### config.mk
export PLATFORM = sky130hd
export DESIGN_NAME = scan_test_controller
export DESIGN_NICKNAME = d
export VERILOG_FILES = /design/src/rtl/scan_test_pkg.sv /design/src/rtl/scan_misr.sv /design/src/rtl/scan_test_controller.sv
export SDC_FILE = /design/constraint.sdc
export NUM_CORES = 1
export LEC_CHECK = 0
export CAP_MARGIN = 20
export CORE_MARGIN = 2
export CORE_UTILIZATION = 50
export CTS_CLUSTER_DIAMETER = 80
export DETAILED_ROUTE_END_ITERATION = 8
export GPL_ROUTABILITY_DRIVEN = 0
export PLACE_DENSITY = 0.74
export SKIP_LAST_GASP = 1
export SLEW_MARGIN = 20
export SYNTH_ARGS = -nofsm -noshare
export SYNTH_HDL_FRONTEND = slang
export SYNTH_HIERARCHICAL = 1
export SYNTH_SLANG_ARGS = --single-unit
### constraint.sdc
create_clock -name clk -period 2.1 [get_ports clk]
set_input_delay 0.42 -clock clk [delete_from_list [all_inputs] [get_ports clk]]
set_output_delay 0.42 -clock clk [all_outputs]
set_load 0.02 [all_outputs]
### src/rtl/scan_test_pkg.sv
// Shared definitions for the scan test controller: FSM encoding, MISR taps, counter sizing.
package scan_test_pkg;

    typedef enum logic [2:0] {
        S_IDLE,
        S_LOAD,
        S_CAPTURE,
        S_UNLOAD,
        S_LOAD_UNLOAD
    } state_e;

    function automatic int unsigned cnt_width(input int unsigned n);
        return $clog2(n + 1);
    endfunction

    // Internal-XOR feedback taps (bit k set = XOR feedback into bit k); primitive polynomials.
    function automatic logic [31:0] misr_taps(input int unsigned n);
        case (n)
            1:       return 32'h0000_0001;
            2:       return 32'h0000_0003;
            3:       return 32'h0000_0003;
            4:       return 32'h0000_0003;
            5:       return 32'h0000_0005;
            6:       return 32'h0000_0003;
            7:       return 32'h0000_0003;
            8:       return 32'h0000_001d;
            default: return 32'h0000_0003;
        endcase
    endfunction

endpackage

### src/rtl/scan_misr.sv
// Serial-input MISR compacting unloaded scan data; only instantiated when SCAN_MISR_EN is defined.
module scan_misr
    import scan_test_pkg::*;
#(
    parameter int unsigned WIDTH = 2
) (
    input  logic             clk,
    input  logic             rst,
    input  logic             en,
    input  logic             din,
    output logic [WIDTH-1:0] sig
);

    localparam logic [WIDTH-1:0] TAPS = WIDTH'(misr_taps(WIDTH));

    always_ff @(posedge clk or posedge rst) begin
        if (rst) begin
            sig <= '0;
        end else if (en) begin
            sig <= (sig << 1) ^ (sig[WIDTH-1] ? TAPS : '0) ^ WIDTH'(din);
        end
    end

endmodule

### src/rtl/scan_test_controller.sv
// Tester-side scan driver: load, capture, unload and compare one pattern at a time with overlap.
// Define SCAN_MISR_EN to compact every unloaded bit (XOR captured PO) into the signature output.
module scan_test_controller
    import scan_test_pkg::*;
#(
    parameter int unsigned CHAIN_LEN = 2,
    parameter int unsigned PI_W      = 1,
    parameter int unsigned PO_W      = 1
) (
    input  logic                 clk,
    input  logic                 rst,
    input  logic                 pat_valid,
    output logic                 pat_ready,
    input  logic [CHAIN_LEN-1:0] pat_load,
    input  logic [PI_W-1:0]      pat_pi,
    input  logic [CHAIN_LEN-1:0] pat_exp_resp,
    input  logic [PO_W-1:0]      pat_exp_po,
    output logic                 tm,
    output logic                 si,
    output logic [PI_W-1:0]      pi,
    input  logic                 so,
    input  logic [PO_W-1:0]      po,
    output logic                 busy,
    output logic                 res_valid,
    output logic                 res_pass,
    output logic [CHAIN_LEN-1:0] res_resp,
    output logic [PO_W-1:0]      res_po,
    output logic [CHAIN_LEN-1:0] signature
);

    localparam int unsigned CW = cnt_width(CHAIN_LEN);

    state_e               state;
    logic [CW-1:0]        cnt;
    logic [CHAIN_LEN-1:0] ld_sh;
    logic [CHAIN_LEN-1:0] unl_sh;
    logic [CHAIN_LEN-1:0] pend_exp_resp;
    logic [CHAIN_LEN-1:0] unl_exp_resp;
    logic [PI_W-1:0]      pend_pi;
    logic [PO_W-1:0]      pend_exp_po;
    logic [PO_W-1:0]      unl_exp_po;
    logic [PO_W-1:0]      po_cap;
    logic                 hs_c;
    logic                 last_c;
    logic                 unloading_c;
    logic [CHAIN_LEN-1:0] resp_next_c;

    assign hs_c        = pat_valid & pat_ready;
    assign last_c      = (cnt == CW'(CHAIN_LEN - 1));
    assign unloading_c = (state == S_UNLOAD) || (state == S_LOAD_UNLOAD);
    // First unloaded bit ends up in the MSB (cell CHAIN_LEN-1).
    assign resp_next_c = CHAIN_LEN'({unl_sh, so});

    always_ff @(posedge clk or posedge rst) begin
        if (rst) begin
            pend_pi       <= '0;
            pend_exp_resp <= '0;
            pend_exp_po   <= '0;
        end else if (hs_c) begin
            pend_pi       <= pat_pi;
            pend_exp_resp <= pat_exp_resp;
            pend_exp_po   <= pat_exp_po;
        end
    end

    always_ff @(posedge clk or posedge rst) begin
        if (rst) begin
            state        <= S_IDLE;
            cnt          <= '0;
            ld_sh        <= '0;
            unl_sh       <= '0;
            unl_exp_resp <= '0;
            unl_exp_po   <= '0;
            po_cap       <= '0;
            pat_ready    <= 1'b0;
            tm           <= 1'b0;
            si           <= 1'b0;
            pi           <= '0;
            busy         <= 1'b0;
            res_valid    <= 1'b0;
            res_pass     <= 1'b0;
            res_resp     <= '0;
            res_po       <= '0;
        end else begin
            res_valid <= 1'b0;
            case (state)
                S_IDLE: begin
                    pat_ready <= 1'b1;
                    if (hs_c) begin
                        state     <= S_LOAD;
                        cnt       <= '0;
                        tm        <= 1'b1;
                        si        <= pat_load[CHAIN_LEN-1];
                        ld_sh     <= pat_load << 1;
                        busy      <= 1'b1;
                        pat_ready <= 1'b0;
                    end
                end
                S_LOAD: begin
                    if (last_c) begin
                        state     <= S_CAPTURE;
                        tm        <= 1'b0;
                        si        <= 1'b0;
                        pi        <= pend_pi;
                        pat_ready <= 1'b1;
                    end else begin
                        cnt   <= cnt + CW'(1);
                        si    <= ld_sh[CHAIN_LEN-1];
                        ld_sh <= ld_sh << 1;
                    end
                end
                S_CAPTURE: begin
                    // Expected values move to the unload slot before a new pattern overwrites them.
                    po_cap       <= po;
                    unl_exp_resp <= pend_exp_resp;
                    unl_exp_po   <= pend_exp_po;
                    cnt          <= '0;
                    tm           <= 1'b1;
                    pat_ready    <= 1'b0;
                    if (hs_c) begin
                        state <= S_LOAD_UNLOAD;
                        si    <= pat_load[CHAIN_LEN-1];
                        ld_sh <= pat_load << 1;
                    end else begin
                        state <= S_UNLOAD;
                        si    <= 1'b0;
                    end
                end
                S_UNLOAD, S_LOAD_UNLOAD: begin
                    unl_sh <= resp_next_c;
                    if (last_c) begin
                        res_valid <= 1'b1;
                        res_resp  <= resp_next_c;
                        res_po    <= po_cap;
                        res_pass  <= (resp_next_c == unl_exp_resp) && (po_cap == unl_exp_po);
                        tm        <= 1'b0;
                        si        <= 1'b0;
                        pat_ready <= 1'b1;
                        if (state == S_UNLOAD) begin
                            state <= S_IDLE;
                            busy  <= 1'b0;
                        end else begin
                            state <= S_CAPTURE;
                            pi    <= pend_pi;
                        end
                    end else begin
                        cnt   <= cnt + CW'(1);
                        si    <= (state == S_LOAD_UNLOAD) ? ld_sh[CHAIN_LEN-1] : 1'b0;
                        ld_sh <= ld_sh << 1;
                    end
                end
                default: state <= S_IDLE;
            endcase
        end
    end

`ifdef SCAN_MISR_EN
    scan_misr #(
        .WIDTH(CHAIN_LEN)
    ) u_misr (
        .clk(clk),
        .rst(rst),
        .en (unloading_c),
        .din(so ^ (^po_cap)),
        .sig(signature)
    );
`else
    assign signature = '0;
`endif

endmodule

== Yosys cells after proc, flatten, opt, wreduce, memory -nomap -nowiden ==
Index checks and enable logic that the tools add are counted.
Widths: inputs -> output; s select.
Storage, ports and cells
  output and inout port bits: 12
  input bits: 11
  register bits after elaboration: 26
  logic and storage cells: 88
Operators by class
  $add $sub $neg: 1
  equality and inequality tests: 15
  reductions and logical operators: 19
  multiplexer cells: 33
  bitwise gates (word level): 1
Operator list (number)
  $mux 1: 16
  $mux 3: 4
  $ne 2x2->1 const B: 6
  $pmux 3 s4: 1
  $reduce_and 3->1: 4
  $mux 2: 5
  $reduce_and 4->1: 2
  $eq 3x2->1 const B: 2
  $pmux 1 s3: 2
  $pmux 2 s3: 1
  $reduce_and 2->1: 3
  $reduce_bool 2->1: 3
  $ne 2x1->1 const B: 2
  $pmux 1 s2: 2
  $pmux 1 s4: 1
  $pmux 2 s2: 1
  $reduce_bool 4->1: 1
  $reduce_or 2->1: 2
  $eq 3x1->1 const B: 1
  $eq 3x3->1 const B: 1
  $logic_not 3->1: 1
  $reduce_bool 3->1: 1
  $reduce_or 3->1: 1
  $add 2x1->2 const B: 1
  other kinds (5): 5

== Logic depth before layout (Yosys ltp) ==
Gate-level depths: netlist of run 1.
  depth after elaboration: 4
  mapped depth: 7
  mapped depth without buffers: 6

== Least setup slack after synthesis of run 1 ==
Ideal clock, no wire load.
  kind: reg2reg
  from: register state[1]
  to: register res_pass
  library setup time: 0.125 ns
  slack: 0.624 ns
  path buffers: 1
  data required time: 1.975 ns
  period minus slack after synthesis: 1.476 ns
  arrival: 1.351 ns
  stages on the path, launching flop included: 6
  cell sequence: dfrtp_1 buf_6 or3b_4 o21ai_4 nand2_4 mux2_4
Between the ends
  word-level cells in the longest chain between the ends: 3
  elaborated cells on any way between the ends: 4
  classes of those cells: 2 x eq/ne; 2 x reduce/logical
RTL lines
  start: declaration: RTL line scan_test_controller.sv:33  | state_e state;
  start signal: assignment: RTL line scan_test_controller.sv:68  | state <= S_IDLE;
  start signal: assignment: RTL line scan_test_controller.sv:90  | state <= S_LOAD;
  start signal: assignment: RTL line scan_test_controller.sv:101  | state <= S_CAPTURE;
  $eq 3x2->1 / $eq 3x3->1 (equally long branches): RTL line scan_test_controller.sv:86  | case (state)
  $reduce_or 2->1 (*): RTL line scan_test_controller.sv:86
  $reduce_and 2->1 (no line) (*)
  end signal: assignment: RTL line scan_test_controller.sv:135  | res_pass <= (resp_next_c == unl_exp_resp) && (po_cap == unl_exp_po);
  end: declaration: RTL line scan_test_controller.sv:25  | output logic res_pass,
Mark *: on every way between the ends. The rest lies on a longest branch, timed or not.
A chain may end at the register's enable or synchronous reset.

== Final worst setup path of run 1 ==
  from: register pat_ready
  to: output pat_ready
RTL lines
  start: declaration: RTL line scan_test_controller.sv:13  | output logic pat_ready,
  start signal: assignment: RTL line scan_test_controller.sv:75  | pat_ready <= 1'b0;
  start signal: assignment: RTL line scan_test_controller.sv:88  | pat_ready <= 1'b1;
  start signal: assignment: RTL line scan_test_controller.sv:96  | pat_ready <= 1'b0;
No word-level cell between the ends.

==> run summary, run 1 <==
Status: finished, final reports clean
Core area: 2480 sq um
CTS Hold Buffers Added: 0
Num ports: 23
DP Worst Slack: 0.205 ns
Final critical-path required period: 1.92 ns
Period utilization: 0.915
Filler cells: 216
Final Hold Vio Count: 0
Max clock buf depth: 2
Fmax: 520 MHz
DR iter-0 viols: 25
ANT nets after route: 0
Reg2Reg Depth: 4
Post-synth EDFFs: 0
Mean Syn Cell Area: 10.6 sq um
Per-cell routed wire length: 13.8 microns
Routed WL: 2.40 mm
Async set-reset flop share out of synthesis: 1.00
Seq/Total Area, Yosys: 0.480
Slowest cell on crit path: clkdlybuf4s50_1
Worst skew pair latency: 0.33 ns
PwrDens: 1460 nW/um^2
I/O Buffers: 20
DR vias: 980
Internal: 1380 uW
First-pass GRT wire length: 4.02 mm
Largest net degree at the start of global routing: 26
Crit path kind: flip-flop to output pin
Cell area after layout: 1560 sq um
Row count: 18
Crit path required time: 1.68 ns
TNS Setup: 0 ns
Worst path max stage delay: 0.66 ns
Crit-path cells: clkdlybuf4s50_1
Clock Skew: 0.00718 ns
Initial antenna violation count: 0
Switching power: 902 uW
Synth cell types: 41
Synth Register Bits: 25
Total gr overflow: 0
Most used DFF post-synth: dfrtp_1
Max-slew headroom: 0.663
Ys Warns: 6
PostCTS Resize Cnt: 0
Setup violators final: 0
CP arrival: 1.50 ns
Layout cells sized above 1: 0.188
Flop pwr share: 0.399
Die height: 55.1 microns
Hold WS: 0.416 ns
CP max FO: 10
Crit path from: pat_ready$_DFFE_PP0P_
Crit path capture type: output pin
Synth Instances: 123
Vias per inst: 5.63
Combinational share of power: 0.503
CP delay by family, top: buffers and inverters
Max Cap Violations: 0
Worst vdd ir: 754 uV
Worst slew pin tran: 0.505 ns
Area growth from synthesis to layout: 19.6%
GRT Total Usage: 0.192
Clock Tree Root: clkbuf_4
Die area: 3030 sq um
Sw Share: 0.396
RSZ-0062 raised after global routing: no
Start of the worst register-to-register path: state[0]$_DFFE_PP0P_
Sum of buffers and inverters on the critical path: 1
Type of the worst min-delay path: input pin to asynchronous set/reset pin
Initial DRT Pass Iterations: 4
Crit path depth: 1
# diodes: 0
Clock slew at reported path FFs: 0.14 ns
Hpwl dp: 1.77 mm
Final Net Count: 157
Max Slew Vio Count: 0
Post-DP Area: 1530 sq um
Total CTS buffers: 3
Starting Density: 0.526
Clock power share: 0.098
Leakage power: 0.000684 uW
Syn Std Cell Area: 1300 sq um
CP startpoint kind: flip-flop
CTS tree: done
Clk sinks: 25
Post-CTS Setup Bufs: 0
Residual DRC: 0
Vias in the first global route: 871
CTS H-Tree Depth: 1
Post-route setup slack: 0.178 ns
Die Wd: 55.1 microns
==> path summary, 6_finish.rpt <==
kind,slack (ns),end
setup / recovery,0.18,pat_ready
hold / removal,0.42,cnt[0]$_DFFE_PP0P_
setup reg to reg,0.42,res_po$_DFFE_PP0P_
hold reg to reg,0.52,pend_pi$_DFFE_PP0N_
max in group asynchronous,1.44,unl_exp_po$_DFFE_PP0P_
min in group clk,0.52,pend_pi$_DFFE_PP0N_
==> layout by cell type (no fill, tap or decap), types with 2 or more instances in the layout <==
cell type         n
dfrtp_1          25
nor2_1            6
inv_1             9
clkbuf_4          3
o22ai_1           2
clkdlybuf4s50_1  20
nand2_1           8
nor3_1            3
o21ai_0          10
xor2_1            3
mux2_2           10
buf_4             6
a31oi_1           2
a21oi_1           7
conb_1            2
mux2_4            4
==> per-stage QoR <==
step	instances	utilization	total power, uW
after floorplan	124	-	1730
after global placement	170	0.617	2030
after detailed placement	170	0.617	2070
after CTS	174	0.629	2300
after global routing	174	0.629	2470
final	174	0.629	2280
==> power by group through the flow <==
| stage | Sequential, uW | Combinational, uW | Clock [uW] |
|---|---|---|---|
| floorplan | 930 | 803 | 0 |
| global placement | 908 | 1120 | 0 |
| detailed placement | 919 | 1150 | 0 |
| CTS | 908 | 1160 | 235 |
| global route | 946 | 1280 | 251 |
| finish | 909 | 1150 | 223 |
==> sequential cells by signal, summed over array words and instances (netlist names), 2 cells and up <==
signal and count:
pend_exp_resp 2, state 3, unl_exp_resp 2, res_resp 2, cnt 2
==> worst reg2reg max path: cells and delay by family (launching register included) <==
family | cells | cell delay, ns
DFF | 1 | 0.59
and+or+nand+nor | 2 | 0.59
muxes | 1 | 0.31
AOI/OAI and AO/OA | 1 | 0.09
==> layer usage <==
layer	vias to the layer above	wire length, microns	track usage
li1	473	-	-
met5	-	0	0
met4	0	53	0.0854
met1	477	1060	0.250
met2	25	1200	0.317
met3	5	93	0.0242
==> final cells by class <==
cell class                 instances  area [sq um]  area share
sequential                        25           626       0.401
multi-input combinational         80           587       0.376
timing repair buffer              26           245       0.157
tap                               30          37.5      0.0241
inverter                           9          33.8      0.0217
clock buffer                       3          22.5      0.0144
clock inverter                     1          7.51     0.00482
==> cells by family (layout without fill, tap and decap cells) <==
group | after synthesis | in the layout | synth area share
compound gates | 33 | 33 | 0.169
xor+xnor | 4 | 4 | 0.0269
fa+ha+maj | 1 | 1 | 0.00960
buf+inv | 19 | 39 | 0.0729
flops | 25 | 25 | 0.480
mux | 15 | 15 | 0.140
other cells | 1 | 2 | 0.00288
simple gates | 25 | 25 | 0.0989
==> cell usage after synthesis (2+ instances only) <==
cell	instances	area [sq um]
dfrtp_1	25	626
mux2_2	10	113
o21ai_0	10	50.1
inv_1	9	33.8
nand2_1	8	30.0
a21oi_1	7	35.0
nor2_1	6	22.5
buf_2	4	20.0
mux2_4	4	60.1
nor3_1	3	15.0
xor2_1	3	26.3
a31oi_1	2	12.5
buf_4	2	15.0
clkbuf_1	2	7.51
o22ai_1	2	12.5
Power figures use the tool's default switching activity.
==> inputs of run 2 (changes only) <==
--- a/config.mk
+++ b/config.mk
@@ -11,10 +11,9 @@
 export CTS_CLUSTER_DIAMETER = 80
 export DETAILED_ROUTE_END_ITERATION = 8
 export GPL_ROUTABILITY_DRIVEN = 0
-export PLACE_DENSITY = 0.74
+export PLACE_DENSITY = 0.84
 export SKIP_LAST_GASP = 1
 export SLEW_MARGIN = 20
 export SYNTH_ARGS = -nofsm -noshare
 export SYNTH_HDL_FRONTEND = slang
-export SYNTH_HIERARCHICAL = 1
 export SYNTH_SLANG_ARGS = --single-unit
==> run 2 against run 1 <==
  * Clock power down 6%
  * Sequential share of layout area up 0.097 points
  * Clock-buffer cell count up 1
  * Via count up 0.41%
  * Design area down 0.24%
  * Worst setup slack better by 0.0086 ns
  * Critical path depth unchanged
  * Die area unchanged
  * Global-route usage down 0.48 points
  * Highest routed layer unchanged
==> run summary, run 2 <==
Vias per inst: 5.66 (+0.41%)
Per-cell routed wire length: 13.9 microns (+0.71%)
Design Power: 2280 uW (about the same)
Worst skew pair latency: 0.31 ns (-0.02 ns)
Start of the worst register-to-register path: state[2]$_DFFE_PP0P_
Routed WL: 2.42 mm (+0.71%)
CTS H-Tree Depth: 1 (unchanged)
Synth Register Bits: 25 (unchanged)
RSZ-0062 raised after global routing: no
Crit-path cells: clkdlybuf4s50_1
CTS Hold Buffers Added: 0 (unchanged)
Layout cells sized above 1: 0.181 (-0.00694)
Residual DRC: 0 (unchanged)
I/O Buffers: 20 (unchanged)
Synth Instances: 123 (unchanged)
GRT Total Usage: 0.187 (-0.00481)
Synth Area in Adders: 0.00960 (unchanged)
Mux cell area share after synthesis: 0.140 (unchanged)
Async set-reset flop share out of synthesis: 1.00 (unchanged)
Filler cells: 193 (-11%)
Hpwl dp: 1.87 mm (+5.4%)
Post-CTS Setup Bufs: 0 (unchanged)
First-pass GRT wire length: 3.91 mm (-2.7%)
Post-synthesis xor/xnor area fraction: 0.0269 (unchanged)
Most common cell after layout, fill and taps aside: dfrtp_1
CP delay by family, top: buffers and inverters
Row count: 18 (unchanged)
Core area: 2480 sq um (unchanged)
Max Cap Violations: 0 (unchanged)
Leakage power: 0.000685 uW (+0.15%)
Crit path kind: flip-flop to output pin
Initial antenna violation count: 0 (unchanged)
Sum of buffers and inverters on the critical path: 1 (unchanged)
Total gr overflow: 0 (unchanged)
Setup violators final: 0 (unchanged)
Top post-synthesis cells by area: dfrtp_1 (48%), mux2_2 (8.6%), mux2_4 (4.6%), o21ai_0 (3.8%), a21oi_1 (2.7%)
CTS tree: done
Syn Std Cell Area: 1300 sq um (unchanged)
Clk sinks: 25 (unchanged)
Mean Syn Cell Area: 10.6 sq um (unchanged)
Fmax: 523 MHz (+0.45%)
Largest family of logic cells by synthesized area: compound AO/OA/AOI/OAI gates
Final Util: 0.628 (-0.00152)
CP arrival: 1.49 ns (about the same)
CP max FO: 10 (unchanged)
Num ports: 23 (unchanged)
Count leader, synth: dfrtp_1
Crit path capture type: output pin
Ys Warns: 0 (-6)
Most frequent cells in the layout: dfrtp_1 (25), clkdlybuf4s50_1 (20), mux2_2 (10), o21ai_0 (10), inv_1 (9)
Final Net Count: 157 (unchanged)
Area growth from synthesis to layout: 19.3%
Die Wd: 55.1 microns (unchanged)
Die height: 55.1 microns (unchanged)
Vias in the first global route: 879 (+0.92%)
Status: finished, final reports clean
Clock Tree Root: clkbuf_4
Crit path required time: 1.68 ns (about the same)
Largest net degree at the start of global routing: 26 (unchanged)
Clock Skew: 0.00109 ns (-0.00609 ns)
DR vias: 984 (+0.41%)
Synth cell types: 41 (unchanged)
Max Slew Vio Count: 0 (unchanged)
Seq/Total Area, Yosys: 0.480 (unchanged)
Worst vdd ir: 786 uV (+4.3%)
Die area: 3030 sq um (unchanged)
Post-synth EDFFs: 0 (unchanged)
TNS Setup: 0 ns (unchanged)
Max clock buf depth: 2 (unchanged)
Top-area cell type share of the netlist area: 0.480 (unchanged)
CP startpoint kind: flip-flop
Max reg flops: 3 (unchanged)
Initial DRT Pass Iterations: 4 (unchanged)
Dominant cell type by area after synthesis: dfrtp_1
Synth Area in Compound Gates: 0.169 (unchanged)
Worst path max stage delay: 0.66 ns (about the same)
Clock slew at reported path FFs: 0.13 ns (about the same)
Starting Density: 0.526 (unchanged)
PostCTS Resize Cnt: 0 (unchanged)
ANT nets after route: 0 (unchanged)
Most used DFF post-synth: dfrtp_1
Final Hold Vio Count: 0 (unchanged)
Post-synthesis simple-gate area fraction: 0.0988 (unchanged)
Slowest cell on crit path: clkdlybuf4s50_1
Most flops, register: state
Total CTS buffers: 3 (unchanged)
Final critical-path required period: 1.91 ns (-0.00860 ns)
# diodes: 0 (unchanged)
Type of the worst min-delay path: input pin to asynchronous set/reset pin
Cells after DPL: 170 (unchanged)
Crit path from: pat_ready$_DFFE_PP0P_
PwrDens: 1470 nW/um^2 (+0.24%)
Period utilization: 0.911 (-0.00410)
DR iter-0 viols: 26 (+4.0%)
Post-Layout Cell Count: 174 (unchanged)
Hold WS: 0.438 ns (+0.0218 ns)
Commonest cells in the synthesized netlist: dfrtp_1 (25), mux2_2 (10), o21ai_0 (10)
run 2: cell counts after synthesis:
Identical to the previous run, type by type.
run 2: per-stage QoR:
step	worst slack (ns)	cell area (sq um)
floorplan	0.624	1310
global placement	0.345	1530
detailed placement	0.275	1530
CTS	0.194	1560
global route	0.109	1560
finish	0.187	1560
run 2: where the power goes:
group / internal [uW] / switching, uW / total, uW
Combinational: 602 / 572 / 1170
Clock: 74.2 / 135 / 209
Sequential: 704 / 192 / 895
run 2: worst paths after layout:
kind / end / slack [ns] / depth (start not counted)
min reg2reg: pend_pi$_DFFE_PP0N_ / 0.52 / 1
max reg2reg: res_pass$_DFFE_PP0P_ / 0.50 / 4
min: res_resp[0]$_DFFE_PP0P_ / 0.44 / 3
max: pat_ready / 0.19 / 1
max in group asynchronous: unl_exp_resp[0]$_DFFE_PP0P_ / 1.43 / 3
min in group clk: pend_pi$_DFFE_PP0N_ / 0.52 / 1
run 2: routing by layer:
layer	wire [microns]	GRT usage
met1	1020	0.221
met2	1200	0.315
met3	101	0.0242
met4	94	0.126
met5	0	0
run 2: area by class of cell:
| cell class | instances | area, sq um | area share |
|---|---|---|---|
| sequential | 25 | 626 | 0.402 |
| multi-input combinational | 80 | 587 | 0.377 |
| timing repair buffer | 26 | 245 | 0.158 |
| tap | 30 | 37.5 | 0.0241 |
| inverter | 9 | 33.8 | 0.0217 |
| clock buffer | 4 | 26.3 | 0.0169 |
run 2: cells by family (layout without fill, tap and decap cells):
family          count (synthesis)  count (layout)
compound gates                 33              33
xor+xnor                        4               4
fa+ha+maj                       1               1
buf+inv                        19              39
flops                          25              25
mux                            15              15
other cells                     1               2
simple gates                   25              25
==> inputs of run 3 (changes only) <==
--- a/config.mk
+++ b/config.mk
@@ -7,11 +7,11 @@
 export LEC_CHECK = 0
 export CAP_MARGIN = 20
 export CORE_MARGIN = 2
-export CORE_UTILIZATION = 50
+export CORE_UTILIZATION = 51
 export CTS_CLUSTER_DIAMETER = 80
 export DETAILED_ROUTE_END_ITERATION = 8
 export GPL_ROUTABILITY_DRIVEN = 0
-export PLACE_DENSITY = 0.84
+export PLACE_DENSITY = 0.86
 export SKIP_LAST_GASP = 1
 export SLEW_MARGIN = 20
 export SYNTH_ARGS = -nofsm -noshare
==> run 3 against run 2 <==
  * Clock power increased by 4%
  * Worst hold slack got worse by 0.011 ns
  * Critical path type unchanged
  * Largest cell class unchanged
  * Die area decreased by 1.8%
  * Global-route usage decreased by 0.33 points
  * Cell count unchanged
  * Critical endpoint unchanged
==> run summary, run 3 (synthesis results as in run 2) <==
Post-CTS Setup Bufs: 0 (unchanged)
CTS H-Tree Depth: 1 (unchanged)
DR vias: 1008 (+2.4%)
CP max FO: 10 (unchanged)
Type of the worst min-delay path: input pin to asynchronous set/reset pin
CP arrival: 1.48 ns (about the same)
Fmax: 525 MHz (+0.48%)
# diodes: 0 (unchanged)
Sw Share: 0.400 (+0.00604)
TNS Setup: 0 ns (unchanged)
Crit path from: pat_ready$_DFFE_PP0P_
Hpwl dp: 1.88 mm (+0.53%)
Clock power share: 0.094 (+0.002)
Reg2Reg Depth: 4 (unchanged)
Starting Density: 0.531 (+0.00483)
Residual DRC: 0 (unchanged)
Start of the worst register-to-register path: state[0]$_DFFE_PP0P_
Layout cells sized above 1: 0.188 (+0.00694)
Vias per inst: 5.79 (+2.4%)
I/O Buffers: 20 (unchanged)
Crit path depth: 1 (unchanged)
Initial DRT Pass Iterations: 4 (unchanged)
Largest net degree at the start of global routing: 26 (unchanged)
Clock slew at reported path FFs: 0.13 ns (about the same)
Switching power: 920 uW (+2.4%)
GRT Total Usage: 0.184 (-0.00335)
Status: finished, final reports clean
Most common cell after layout, fill and taps aside: dfrtp_1
Routed WL: 2.50 mm (+3.5%)
Total gr overflow: 0 (unchanged)
Max clock buf depth: 2 (unchanged)
DR iter-0 viols: 25 (-3.8%)
Max Cap Violations: 0 (unchanged)
Die Wd: 54.6 microns (-0.92%)
Vias in the first global route: 873 (-0.68%)
Crit path required time: 1.68 ns (about the same)
ANT nets after route: 0 (unchanged)
Final Hold Vio Count: 0 (unchanged)
Design Power: 2300 uW (+0.85%)
CTS Hold Buffers Added: 0 (unchanged)
Period utilization: 0.907 (-0.00434)
Final Net Count: 157 (unchanged)
Leakage power: 0.000688 uW (+0.40%)
Flop pwr share: 0.389 (-0.004)
Final critical-path required period: 1.90 ns (-0.00912 ns)
Most flops, register: state
Worst path max stage delay: 0.65 ns (about the same)
Worst skew pair latency: 0.32 ns (about the same)
Crit path capture type: output pin
Internal: 1380 uW (-0.16%)
Max Slew Vio Count: 0 (unchanged)
RSZ-0062 raised after global routing: no
Max reg flops: 3 (unchanged)
Total CTS buffers: 3 (unchanged)
Crit path kind: flip-flop to output pin
Area growth from synthesis to layout: 19.4% (about the same)
First-pass GRT wire length: 3.79 mm (-3.2%)
DP Worst Slack: 0.311 ns (+0.0358 ns)
CP startpoint kind: flip-flop
Slowest cell on crit path: clkdlybuf4s50_1
Clock Skew: 0.00424 ns (+0.00316 ns)
PwrDens: 1480 nW/um^2 (+0.77%)
Initial antenna violation count: 0 (unchanged)
Clock Tree Root: clkbuf_4
Worst vdd ir: 808 uV (+2.8%)
Clk sinks: 25 (unchanged)
Die area: 2980 sq um (-1.8%)
Setup violators final: 0 (unchanged)
Num ports: 23 (unchanged)
Post-route setup slack: 0.196 ns (+0.00912 ns)
Crit-path cells: clkdlybuf4s50_1
Per-cell routed wire length: 14.4 microns (+3.5%)
PostCTS Resize Cnt: 0 (unchanged)
Most frequent cells in the layout: dfrtp_1 (25), clkdlybuf4s50_1 (20), mux2_2 (10), o21ai_0 (10), inv_1 (9)
CTS tree: done
Die height: 54.6 microns (-0.92%)
Combinational share of power: 0.517 (+0.002)
CP delay by family, top: buffers and inverters
Core area: 2450 sq um (-0.91%)
Row count: 18 (unchanged)
Sum of buffers and inverters on the critical path: 1 (unchanged)
==> run 3: cell count changes in the layout (fill, tap and decap cells not counted) <==
cell / previous run / this run
clkbuf_1: 1 / 0
clkinv_2: 0 / 1
==> run 3: power by group through the flow <==
stage	Sequential, uW	Combinational, uW	Clock, uW
6_report	894	1190	217
5_1_grt	929	1280	240
4_1_cts	896	1190	224
3_5_place_dp	909	1180	0
2_1_floorplan	930	803	0
3_3_place_gp	892	1130	0
==> run 3: metal layers <==
| layer | vias to the layer above | track usage | wire [microns] |
|---|---|---|---|
| met2 | 40 | 0.313 | 1300 |
| met3 | 7 | 0.0355 | 154 |
| met5 | - | 0 | 0 |
| met4 | 0 | 0.108 | 65 |
| li1 | 471 | - | - |
| met1 | 490 | 0.212 | 985 |
==> run 3: worst paths after layout <==
| path | endpoint | slack, ns |
|---|---|---|
| hold / removal | res_po$_DFFE_PP0P_ | 0.43 |
| hold reg to reg | unl_exp_resp[0]$_DFFE_PP0P_ | 0.52 |
| min in group clk | unl_exp_resp[0]$_DFFE_PP0P_ | 0.52 |
| setup / recovery | pat_ready | 0.20 |
| max in group asynchronous | tm$_DFFE_PP0P_ | 1.44 |
| setup reg to reg | res_resp[0]$_DFFE_PP0P_ | 0.44 |
==> run 3: cell type report <==
class | count | area [sq um]
repair buffers | 26 | 245
inverters | 9 | 33.8
fillers | 185 | 898
clock inverters | 1 | 5.00
well taps | 30 | 37.5
multi-input cells | 80 | 587
clock buffers | 3 | 22.5
flip-flops and latches | 25 | 626
==> run 3: metrics by stage <==
step / util / instances / instance area [sq um] / hold WS, ns
after global placement: 0.623 / 170 / 1530 / 0.485
after floorplan: - / 124 / 1310 / 0.447
after CTS: 0.634 / 174 / 1560 / 0.437
after global routing: 0.634 / 174 / 1560 / 0.470
after detailed placement: 0.623 / 170 / 1530 / 0.494
final: 0.634 / 174 / 1560 / 0.427
